### src/rtl/cordic_iter_ctrl.sv
// Iterative CORDIC rotation engine: one shared micro-rotation stage stepped over ITERS cycles.
// Latency: ITERS edges from the start-sampling edge to done; one result per ITERS+1 cycles.
// Backpressure: start is accepted only while ready; a start seen during a run is dropped.
module cordic_iter_ctrl #(
    parameter int ITERS = 16
) (
    input  logic        clk,
    input  logic        rst,
    input  logic        start,
    input  logic [31:0] x_in,
    input  logic [31:0] y_in,
    input  logic [31:0] z_in,
    output logic        ready,
    output logic        busy,
    output logic        done,
    output logic [4:0]  iter,
    output logic [31:0] x_out,
    output logic [31:0] y_out,
    output logic [31:0] z_out
);

    typedef enum logic {IDLE, RUN} state_t;

    localparam logic [4:0] LAST = 5'(ITERS - 1);

    // round(atan(2^-i) * 2^29); entry 2 is 131521918.29 and rounds down to 131521918.
    localparam logic [31:0] ATAN [32] = '{
        32'd421657428, 32'd248918915, 32'd131521918, 32'd66762579,
        32'd33510843,  32'd16771758,  32'd8387925,   32'd4194219,
        32'd2097141,   32'd1048575,   32'd524288,    32'd262144,
        32'd131072,    32'd65536,     32'd32768,     32'd16384,
        32'd8192,      32'd4096,      32'd2048,      32'd1024,
        32'd512,       32'd256,       32'd128,       32'd64,
        32'd32,        32'd16,        32'd8,         32'd4,
        32'd2,         32'd1,         32'd0,         32'd0
    };

    state_t             state;
    logic [31:0]        xr, yr, zr;
    logic signed [31:0] xs, ys;
    logic [31:0]        x_nxt, y_nxt, z_nxt;

    // Zero residual angle takes the negative-rotation branch.
    always_comb begin
        xs = $signed(xr) >>> iter;
        ys = $signed(yr) >>> iter;
        if ($signed(zr) > 0) begin
            x_nxt = xr - ys;
            y_nxt = yr + xs;
            z_nxt = zr - ATAN[iter];
        end else begin
            x_nxt = xr + ys;
            y_nxt = yr - xs;
            z_nxt = zr + ATAN[iter];
        end
    end

    always_ff @(posedge clk or posedge rst) begin
        if (rst) begin
            state <= IDLE;
            ready <= 1'b1;
            busy  <= 1'b0;
            done  <= 1'b0;
            iter  <= 5'd0;
            xr    <= 32'd0;
            yr    <= 32'd0;
            zr    <= 32'd0;
            x_out <= 32'd0;
            y_out <= 32'd0;
            z_out <= 32'd0;
        end else begin
            done <= 1'b0;
            case (state)
                IDLE: begin
                    if (start) begin
                        xr    <= x_in;
                        yr    <= y_in;
                        zr    <= z_in;
                        iter  <= 5'd0;
                        state <= RUN;
                        ready <= 1'b0;
                        busy  <= 1'b1;
                    end
                end
                RUN: begin
                    xr <= x_nxt;
                    yr <= y_nxt;
                    zr <= z_nxt;
                    if (iter == LAST) begin
                        x_out <= x_nxt;
                        y_out <= y_nxt;
                        z_out <= z_nxt;
                        done  <= 1'b1;
                        state <= IDLE;
                        ready <= 1'b1;
                        busy  <= 1'b0;
                        iter  <= 5'd0;
                    end else begin
                        iter <= iter + 5'd1;
                    end
                end
            endcase
        end
    end

endmodule

### config.mk
export PLATFORM = sky130hd
export DESIGN_NAME = cordic_iter_ctrl
export DESIGN_NICKNAME = d
export VERILOG_FILES = /design/src/rtl/cordic_iter_ctrl.sv
export SDC_FILE = /design/constraint.sdc
export NUM_CORES = 1
export LEC_CHECK = 0
export BUFFER_PORTS_ARGS = -buffer_cell sky130_fd_sc_hd__clkbuf_2
export CAP_MARGIN = 20
export CORE_ASPECT_RATIO = 0.6
export CORE_MARGIN = 2
export CORE_UTILIZATION = 60
export DETAILED_ROUTE_END_ITERATION = 8
export PLACE_DENSITY = 0.78
export SETUP_SLACK_MARGIN = 0.05
export SLEW_MARGIN = 20
export SYNTH_ARGS = -nofsm -noshare
export SYNTH_HDL_FRONTEND = slang
export SYNTH_SLANG_ARGS = --single-unit
### constraint.sdc
create_clock -name clk -period 17.93 [get_ports clk]
set_input_delay 3.586 -clock clk [delete_from_list [all_inputs] [get_ports clk]]
set_output_delay 3.586 -clock clk [all_outputs]
set_load 0.05 [all_outputs]
Word level (Yosys, flattened, before mapping)
Memories as Yosys holds them, arrays and structs flattened. Index checks and enable logic that the tools add are counted.

$add $sub $neg: 7. Order comparisons: 2. Eq/ne operators: 3. Shift-type cells: 2. Mux-type cells: 25. Bitwise logic cells: 2. Reductions and logical operators: 2.

Operators with widths (count): $mux 32 (8); $pmux 32 s2 (3); $add 32x32->32 (3); $sub 32x32->32 (3); $sshr 32x5->32 (2); $gt 32x1->1 const B (1); $mux 5 (2); $pmux 5 s2 (1); $mux 1 (8); $ge 6x6->1 const B (1); $not 5->6 (1); $pmux 1 s2 (3); $add 5x1->5 const B (1); $eq 5x4->1 const B (1); $reduce_and 2->1 (2); $ne 2x1->1 const B (1); $ne 2x2->1 const B (1); $not 1->1 (1).

Register bits after elaboration: 201. ROM bits: 1024. Input bits: 99. Output and inout bits: 104. Word-level logic and storage cells: 55. Memories: 1.

Memories: (no name shown) (words 32, bits a word 32, rd ports 1, clocked after memory_dff 0, wr ports 0, line 54) `z_nxt = zr + ATAN[iter];`.

Longest topological paths before layout
Gate-level depths: netlist of run 1.

Depth after elaboration: 7. Depth in mapped cells: 29. Gate-level depth less buffers: 24.

Least setup slack after synthesis of run 1
OpenSTA, ideal clock, no wires.

Path kind: reg2reg. Start: register iter[1]. End: register z_out[30]. Library setup time: 0.133 ns. Data arrival time: 6.137 ns. Data required time: 17.797 ns. Path slack: 11.660 ns. Cell stages (with the launch flop): 26. Path buffers: 4. Clock period less this slack: 6.270 ns. Cell sequence: dfrtp_1 buf_2 inv_1 buf_2 buf_1 ha_1 clkbuf_1 nor2_1 nor3_1 o31ai_1 or4_1 or2_2 nor3_1 nor2_1 xnor2_1 ha_1 a21o_1 a21o_1 a211oi_1 a211oi_1 o311ai_0 a21oi_1 o221ai_1 o21ai_0 xnor2_1 o21ai_0.

Longest elaborated chain between the ends: 6. Elaborated cells between the ends (all ways): 9. Those cells by class: add/sub (2); eq/ne (1); mux (3); bitwise (1); reduce/logical (1); memory (1).

RTL lines: start, declared (line 16) `output logic [4:0] iter,`; start signal, assigned (line 99) `iter <= iter + 5'd1;`; $not 5->6 (implied by the code) (line 50, 54); $mem_v2 32x32; $mux 32 (implied by the code) (2 in series) (line 54); $add 32x32->32 or $sub 32x32->32 (tied branches) (line 54, 50); $mux 32 (line 47) `if ($signed(zr) > 0) begin`; end signal, assigned (line 92) `z_out <= z_nxt;`; end, declared (line 19) `output logic [31:0] z_out`.

Parallel ways exist; a longest one is shown, timed or not. The select of a mux whose other input is x is not followed. A chain may end at the register's enable or synchronous reset.

Worst setup path in the final report of run 1
Start: register iter[0]. End: register x_out[31].

Longest elaborated chain between the ends: 3. Elaborated cells between the ends (all ways): 6. Those cells by class: add/sub (2); eq/ne (1); shift (1); mux (1); reduce/logical (1).

RTL lines: $sshr 32x5->32 (line 46) `ys = $signed(yr) >>> iter;`; $add 32x32->32 or $sub 32x32->32 (tied branches) (line 52, 48); $mux 32 (line 47); end signal, assigned (line 90) `x_out <= x_nxt;`; end, declared (line 17) `output logic [31:0] x_out,`.

Parallel ways exist; a longest one is shown, timed or not.

==> results of run 1 <==
## layer usage
| layer | up-vias | routed length [um] | track usage, % |
|---|---|---|---|
| li1 | 9073 | - | - |
| met1 | 9923 | 32910 | 61.79 |
| met2 | 1326 | 29130 | 54.97 |
| met3 | 133 | 10810 | 15.35 |
| met4 | 2 | 1655 | 7.932 |
| met5 | - | 9 | 0 |
## per-stage QoR
| step | instances | worst slack, ns | util (%) | cell area [um^2] | hold WS (ns) |
|---|---|---|---|---|---|
| floorplan | 2410 | 8.863 | - | 20360 | 0.5429 |
| global placement | 2935 | 9.889 | 63.91 | 21460 | 0.4575 |
| detailed placement | 2935 | 9.711 | 63.91 | 21460 | 0.4621 |
| CTS | 2974 | 9.609 | 66.13 | 22200 | 0.4773 |
| global route | 2974 | 9.015 | 66.13 | 22200 | 0.4972 |
| finish | 2974 | 9.423 | 66.13 | 22200 | 0.4729 |
## worst min-delay path: cells and delay by family (launching register included)
family / cells / cell delay [ns]
DFF: 1 / 0.34
and+or+nand+nor: 2 / 0.10
## state kept, by name, summed over array words and instances (netlist names)
name,count
ready,1
iter,5
zr,32
done,1
y_out,32
z_out,32
x_out,32
xr,32
busy,1
yr,32
state,1
## cell type report
type	instances	area, um^2
Inverter	58	225.2
Multi-Input combinational cell	1987	14380
Timing Repair Buffer	230	1227
Tap cell	459	574.3
Fill cell	2784	11370
Clock inverter	9	112.6
Sequential cell	201	5049
Clock buffer	30	631.9
## worst max path at each step
stage	end	cells after the start	slack [ns]	start
after detailed placement	x_out[31]$_DFFE_PP0P_	22	9.71	iter[0]$_DFFE_PP0P_
after floorplan	busy$_DFFE_PP0P_	1	8.86	rst
after global placement	x_out[31]$_DFFE_PP0P_	22	9.89	iter[0]$_DFFE_PP0P_
after CTS	x_out[31]$_DFFE_PP0P_	22	9.61	iter[0]$_DFFE_PP0P_
after global routing	x_out[31]$_DFFE_PP0P_	22	9.01	iter[0]$_DFFE_PP0P_
final	x_out[31]$_DFFE_PP0P_	22	9.42	iter[0]$_DFFE_PP0P_
## kinds of logic (layout without fill, tap and decap cells)
family	Yosys count	count (layout)	share of synthesized area [%]
AOI/OAI and AO/OA	754	754	23.71
buffers and inverters	222	327	4.774
muxes	199	199	14.65
xor gates and xnor gates	168	168	7.226
and+or+nand+nor	748	748	17.57
DFF	201	201	24.71
adders and majority gates	118	118	7.361
## Yosys cell counts (17+ instances only)
| library cell | number | share of area [%] |
|---|---|---|
| sky130_fd_sc_hd__a211oi_1 | 78 | 2.9 |
| sky130_fd_sc_hd__a21o_1 | 42 | 1.5 |
| sky130_fd_sc_hd__a21oi_1 | 191 | 4.7 |
| sky130_fd_sc_hd__a31oi_1 | 33 | 1.0 |
| sky130_fd_sc_hd__and3_1 | 21 | 0.65 |
| sky130_fd_sc_hd__buf_1 | 28 | 0.52 |
| sky130_fd_sc_hd__buf_2 | 26 | 0.64 |
| sky130_fd_sc_hd__clkbuf_1 | 96 | 1.8 |
| sky130_fd_sc_hd__dfrtp_1 | 200 | 25 |
| sky130_fd_sc_hd__ha_1 | 115 | 7.1 |
| sky130_fd_sc_hd__inv_1 | 56 | 1.0 |
| sky130_fd_sc_hd__mux2_2 | 34 | 1.9 |
| sky130_fd_sc_hd__mux2i_1 | 87 | 4.3 |
| sky130_fd_sc_hd__mux4_2 | 75 | 8.3 |
| sky130_fd_sc_hd__nand2_1 | 327 | 6.0 |
| sky130_fd_sc_hd__nand2b_1 | 22 | 0.68 |
| sky130_fd_sc_hd__nand3_1 | 40 | 0.98 |
| sky130_fd_sc_hd__nor2_1 | 135 | 2.5 |
| sky130_fd_sc_hd__nor2b_1 | 74 | 2.3 |
| sky130_fd_sc_hd__nor3_1 | 26 | 0.64 |
| sky130_fd_sc_hd__o211ai_1 | 19 | 0.70 |
| sky130_fd_sc_hd__o21a_1 | 21 | 0.77 |
| sky130_fd_sc_hd__o21ai_0 | 188 | 4.6 |
| sky130_fd_sc_hd__o22ai_1 | 21 | 0.65 |
| sky130_fd_sc_hd__o31ai_1 | 21 | 0.77 |
| sky130_fd_sc_hd__or2_2 | 17 | 0.52 |
| sky130_fd_sc_hd__xnor2_1 | 108 | 4.6 |
| sky130_fd_sc_hd__xor2_1 | 60 | 2.6 |
==> results.json, run 1 <==
{
  "whs_path_depth": 2,
  "grt_pass1_wl_um": 113800,
  "worst-path-buf-inv": 3,
  "total_inserted_antenna_cells": 0,
  "ant_nets": 0,
  "post-cts-setup-buffers": 0,
  "grt_pass1_vias": 19041,
  "synth.distinct_cells": 94,
  "critPathTopFamily": "compound AO/OA/AOI/OAI gates",
  "critical-path-max-stage-delay_ns": 0.76,
  "synth-edff-count": 0,
  "post_cts_hold_buffer_count": 0,
  "initial_antenna_violation_count": 1,
  "timing.critical_path.to_type": "flop",
  "totalNegativeSetupSlack_ns": 0,
  "maxSlewHeadroom_pct": 28.25,
  "cp.required_ns": 18.40,
  "place.detailed.hpwl_um": 55580,
  "setup.reg_to_reg.worst_slack_ns": 9.42,
  "average_vias_per_placed_instance": 6.879,
  "placementRows": 52,
  "floorplan.core_area_um2": 33570,
  "worstPathMaxFanout": 56,
  "cts.root.buffer_cell": "sky130_fd_sc_hd__clkbuf_16",
  "path_clk_slew_ns": 0.07,
  "mostFrequentLayoutCell": "sky130_fd_sc_hd__nand2_1",
  "worstSetupStartpointType": "flop",
  "most-common-layout-cells": "sky130_fd_sc_hd__nand2_1, sky130_fd_sc_hd__clkbuf_2, sky130_fd_sc_hd__dfrtp_1",
  "worstHoldEndpoint": "y_out[3]$_DFFE_PP0P_",
  "finalCriticalPeriod_ns": 8.507,
  "tritoncts_sink_count": 201,
  "timing_max_transition_violations_final": 0,
  "fp.dieArea_um2": 35480,
  "clk_path_buf_depth": 3,
  "wl_um": 74520,
  "grt_start_max_net_pins": 134,
  "ctsHtreeMaxLevel": 1,
  "final_layout_size_suffix_gt1_share_pct": 17.26,
  "gp_congestion": 1.069,
  "cts_tree": "built",
  "worst-setup-path-type": "reg -> reg",
  "syn_inst": 2410,
  "regToRegEndpoint": "x_out[31]$_DFFE_PP0P_",
  "synth-async-reset-ratio_pct": 100.0,
  "setup_viol": 0,
  "max_clock_freq_mhz": 117.5,
  "synth_nets": 2627,
  "via_total_after_detailed_routing": 20457,
  "hold_path_class": "reg -> reg",
  "worstPathCellList": "buf_4 > buf_4 > mux2_2 > o21ai_1 > o21ai_0 > a211o_1 > inv_1 > ha_1 > nand3_1 > o21ai_0 > xor2_1 > ha_1 > a211oi_1 > o21ai_0 > o21a_1 > o221a_2 > a211o_1 > a2111o_1 > a311oi_1 > o211ai_1 > or4_1 > nand3_1",
  "syn_to_final_growth_pct": 9.026,
  "post_synth_instance_area_um2": 20360,
  "die_w_um": 241.8,
  "final.period_utilization_pct": 47.45,
  "worstPathArrival_ns": 8.98,
  "setup_repair_after_global_routing_missed_its_margin": "no",
  "mean_syn_cell_area_um2": 8.449,
  "timing.final.hold_violations": 0,
  "ys_seq_elements": 201,
  "cpMostUsedCell": "sky130_fd_sc_hd__o21ai_0",
  "global_route.usage.total_pct": 40.81,
  "ios": 203,
  "worstSkewPairLatency_ns": 0.55,
  "chipHeight_um": 146.7,
  "yosys_most_used_dff": "sky130_fd_sc_hd__dfrtp_1",
  "r2r_cells": 22,
  "synth-seq-area-share_pct": 24.71,
  "io_buffers": 202,
  "gr-total-overflow": 0,
  "finalNetCount": 2717,
  "initial_core_util_pct": 60.66,
  "drt-initial-drc-count": 2859,
  "worst_clock_skew_ns": 0.02772,
  "worstMarginPinSlew_ns": 1.068,
  "maxCapViolations": 0,
  "timing.critical_path.slowest_stage_cell": "sky130_fd_sc_hd__buf_4",
  "result_of_the_run": "completed",
  "detail_route.first_pass.iterations": 6,
  "yosysWarnings": 0,
  "drt-wirelength-per-cell_um": 25.06,
  "worst_r2r_startpoint": "iter[0]$_DFFE_PP0P_",
  "number_of_cts_inserted_buffers": 22,
  "min-delay-start": "y_out[3]$_DFFE_PP0P_",
  "number_of_cells_upsized_or_downsized_after_cts": 0,
  "drc": 0
}
Power of run 1 is left out: the tool's default activity adds up to more than one toggle a clock period on the data nets, which glitch-free logic cannot reach.
==> run 2: changes to the inputs <==
CORE_UTILIZATION = 56   (was 60)
PLACE_DENSITY = 0.76   (was 0.78)
clock period = 7.8 ns   (was 17.93 ns; I/O delays follow)
==> results.json, run 2 (synthesized netlist as in run 1, its figures left out) <==
{
  "result_of_the_run": "completed",
  "worstSkewPairLatency_ns": 0.56,
  "placementRows": 54,
  "worst-setup-path-type": "reg -> reg",
  "clk_path_buf_depth": 3,
  "most-common-layout-cells": "sky130_fd_sc_hd__nand2_1, sky130_fd_sc_hd__clkbuf_2, sky130_fd_sc_hd__dfrtp_1",
  "syn_to_final_growth_pct": 10.69,
  "final.period_utilization_pct": 94.57,
  "initial_antenna_violation_count": 3,
  "worstPathMaxFanout": 49,
  "nFillCells": 3134,
  "finalCriticalPeriod_ns": 7.377,
  "grt_start_max_net_pins": 114,
  "chipHeight_um": 151.7,
  "cp.required_ns": 8.24,
  "totalNegativeSetupSlack_ns": 0,
  "critical-path-max-stage-delay_ns": 0.98,
  "floorplan.core_area_um2": 36080,
  "drc": 0,
  "drt-wirelength-per-cell_um": 26.19,
  "gp_congestion": 1.114,
  "ctsHtreeMaxLevel": 1,
  "final-seq-area_um2": 5046,
  "fp.dieArea_um2": 37950,
  "die_w_um": 250.2,
  "timing_max_transition_violations_final": 0,
  "place.detailed.hpwl_um": 60110,
  "via_total_after_detailed_routing": 20751,
  "grt_pass1_wl_um": 117600,
  "initial_core_util_pct": 56.44,
  "drt-initial-drc-count": 2720,
  "max_clock_freq_mhz": 135.6,
  "grt_pass1_vias": 18742,
  "setup_viol": 0,
  "timing.final.hold_violations": 0,
  "worst_clock_skew_ns": 0.03276,
  "ios": 203,
  "number_of_cts_inserted_buffers": 21,
  "gr-total-overflow": 0,
  "grt_util_met3_pct": 15.25,
  "r2r_cells": 22,
  "io_buffers": 202,
  "detail_route.first_pass.iterations": 6,
  "setup.reg_to_reg.worst_slack_ns": 0.42,
  "final_layout_size_suffix_gt1_share_pct": 18.61,
  "maxCapViolations": 0,
  "finalNetCount": 2755,
  "hold_path_class": "reg -> reg",
  "post_cts_hold_buffer_count": 0,
  "grt.met2_usage_pct": 55.36,
  "tritoncts_sink_count": 201,
  "cpMostUsedCell": "sky130_fd_sc_hd__a21o_1",
  "worstPathArrival_ns": 7.82,
  "worstMarginPinSlew_ns": 1.131,
  "average_vias_per_placed_instance": 6.846,
  "mostFrequentLayoutCell": "sky130_fd_sc_hd__nand2_1",
  "grt_most_used_layer": "met1",
  "setup_repair_after_global_routing_missed_its_margin": "no",
  "global_route.usage.total_pct": 40.59,
  "worst-path-buf-inv": 1,
  "timing.critical_path.to_type": "flop",
  "critPathTopFamily": "compound AO/OA/AOI/OAI gates",
  "whs_path_depth": 2,
  "ant_nets": 0,
  "worstPathCellList": "buf_12 > nor2_1 > a222oi_1 > o221ai_1 > a221oi_2 > nand4_2 > or2_2 > nor4_1 > nand2_1 > nand2_1 > xnor2_1 > ha_1 > a21o_1 > a21o_1 > a21oi_1 > o21ai_0 > a21o_1 > a31o_2 > a221oi_1 > o211ai_1 > and3_1 > o31ai_1",
  "maxSlewHeadroom_pct": 24.61,
  "cts.root.buffer_cell": "sky130_fd_sc_hd__clkbuf_16",
  "worstSetupStartpointType": "flop",
  "grt.met1_usage_pct": 60.50,
  "path_clk_slew_ns": 0.07,
  "timing.critical_path.depth": 22,
  "cts_tree": "built",
  "wl_um": 79400,
  "timing.critical_path.slowest_stage_cell": "sky130_fd_sc_hd__a222oi_1",
  "multi_input_comb_area_um2": 14380
}
## run 2: changes by cell type in the layout (fill, tap and decap cells not counted), sizes merged
cell      before  now
buf           29   68
clkbuf       231  228
clkinv         4    6
diode          0    2
bufinv         2    1
clkinvlp       1    2
## run 2: worst reg2reg max path, cell delays in order, from the launching register on
cell and delay [ns]:
sky130_fd_sc_hd__dfrtp_4 0.81, sky130_fd_sc_hd__buf_12 0.36, sky130_fd_sc_hd__nor2_1 0.20, sky130_fd_sc_hd__a222oi_1 0.98, sky130_fd_sc_hd__o221ai_1 0.34, sky130_fd_sc_hd__a221oi_2 0.41
sky130_fd_sc_hd__nand4_2 0.27, sky130_fd_sc_hd__or2_2 0.38, sky130_fd_sc_hd__nor4_1 0.39, sky130_fd_sc_hd__nand2_1 0.10, sky130_fd_sc_hd__nand2_1 0.09, sky130_fd_sc_hd__xnor2_1 0.09
sky130_fd_sc_hd__ha_1 0.24, sky130_fd_sc_hd__a21o_1 0.19, sky130_fd_sc_hd__a21o_1 0.18, sky130_fd_sc_hd__a21oi_1 0.24, sky130_fd_sc_hd__o21ai_0 0.19, sky130_fd_sc_hd__a21o_1 0.20
sky130_fd_sc_hd__a31o_2 0.24, sky130_fd_sc_hd__a221oi_1 0.63, sky130_fd_sc_hd__o211ai_1 0.24, sky130_fd_sc_hd__and3_1 0.23, sky130_fd_sc_hd__o31ai_1 0.24
## run 2: stage by stage
step / worst slack [ns] / area (um^2) / hold slack (ns) / util, % / std cells
finish: 0.4232 / 22540 / 0.4737 / 62.47 / 3031
global route: 0.1237 / 22530 / 0.5084 / 62.46 / 3029
CTS: 0.5509 / 22510 / 0.4783 / 62.40 / 3028
detailed placement: 0.6100 / 21820 / 0.4626 / 60.49 / 2990
global placement: 0.8576 / 21820 / 0.4572 / 60.49 / 2990
floorplan: 0.7593 / 20360 / 0.5429 / - / 2410
## run 2: per-layer routing
| metal | part of all wire (%) | wire length, um | up-vias |
|---|---|---|---|
| met1 | 45 | 35990 | 10088 |
| met5 | 0.015 | 12 | - |
| li1 | - | - | 9169 |
| met2 | 38 | 30530 | 1343 |
| met4 | 2.2 | 1746 | 2 |
| met3 | 14 | 11120 | 149 |
## run 2: final timing paths
path / from / end
worst max-delay path: iter[1]$_DFFE_PP0P_ / x_out[28]$_DFFE_PP0P_
worst min-delay path: z_out[17]$_DFFE_PP0P_ / z_out[17]$_DFFE_PP0P_
worst max register to register: iter[1]$_DFFE_PP0P_ / x_out[28]$_DFFE_PP0P_
worst min register to register: z_out[17]$_DFFE_PP0P_ / z_out[17]$_DFFE_PP0P_
max in group asynchronous: rst / iter[4]$_DFFE_PP0P_
min in group asynchronous: rst / z_out[9]$_DFFE_PP0P_
## run 2: area by class of cell
cell class,instances,share of cell area (%)
Sequential cell,201,22.39
Timing Repair Buffer,269,7.078
Antenna cell,2,0.02220
Multi-Input combinational cell,1987,63.81
Clock inverter,11,0.4108
Clock buffer,27,2.653
Inverter,58,0.9992
Tap cell,476,2.642
## run 2: timing repair
item,4_1_cts,5_1_grt
endpoints found under the setup margin,0,4
gates resized for setup,0,0
setup buffers,0,1
Power of run 2 is left out for the same reason.
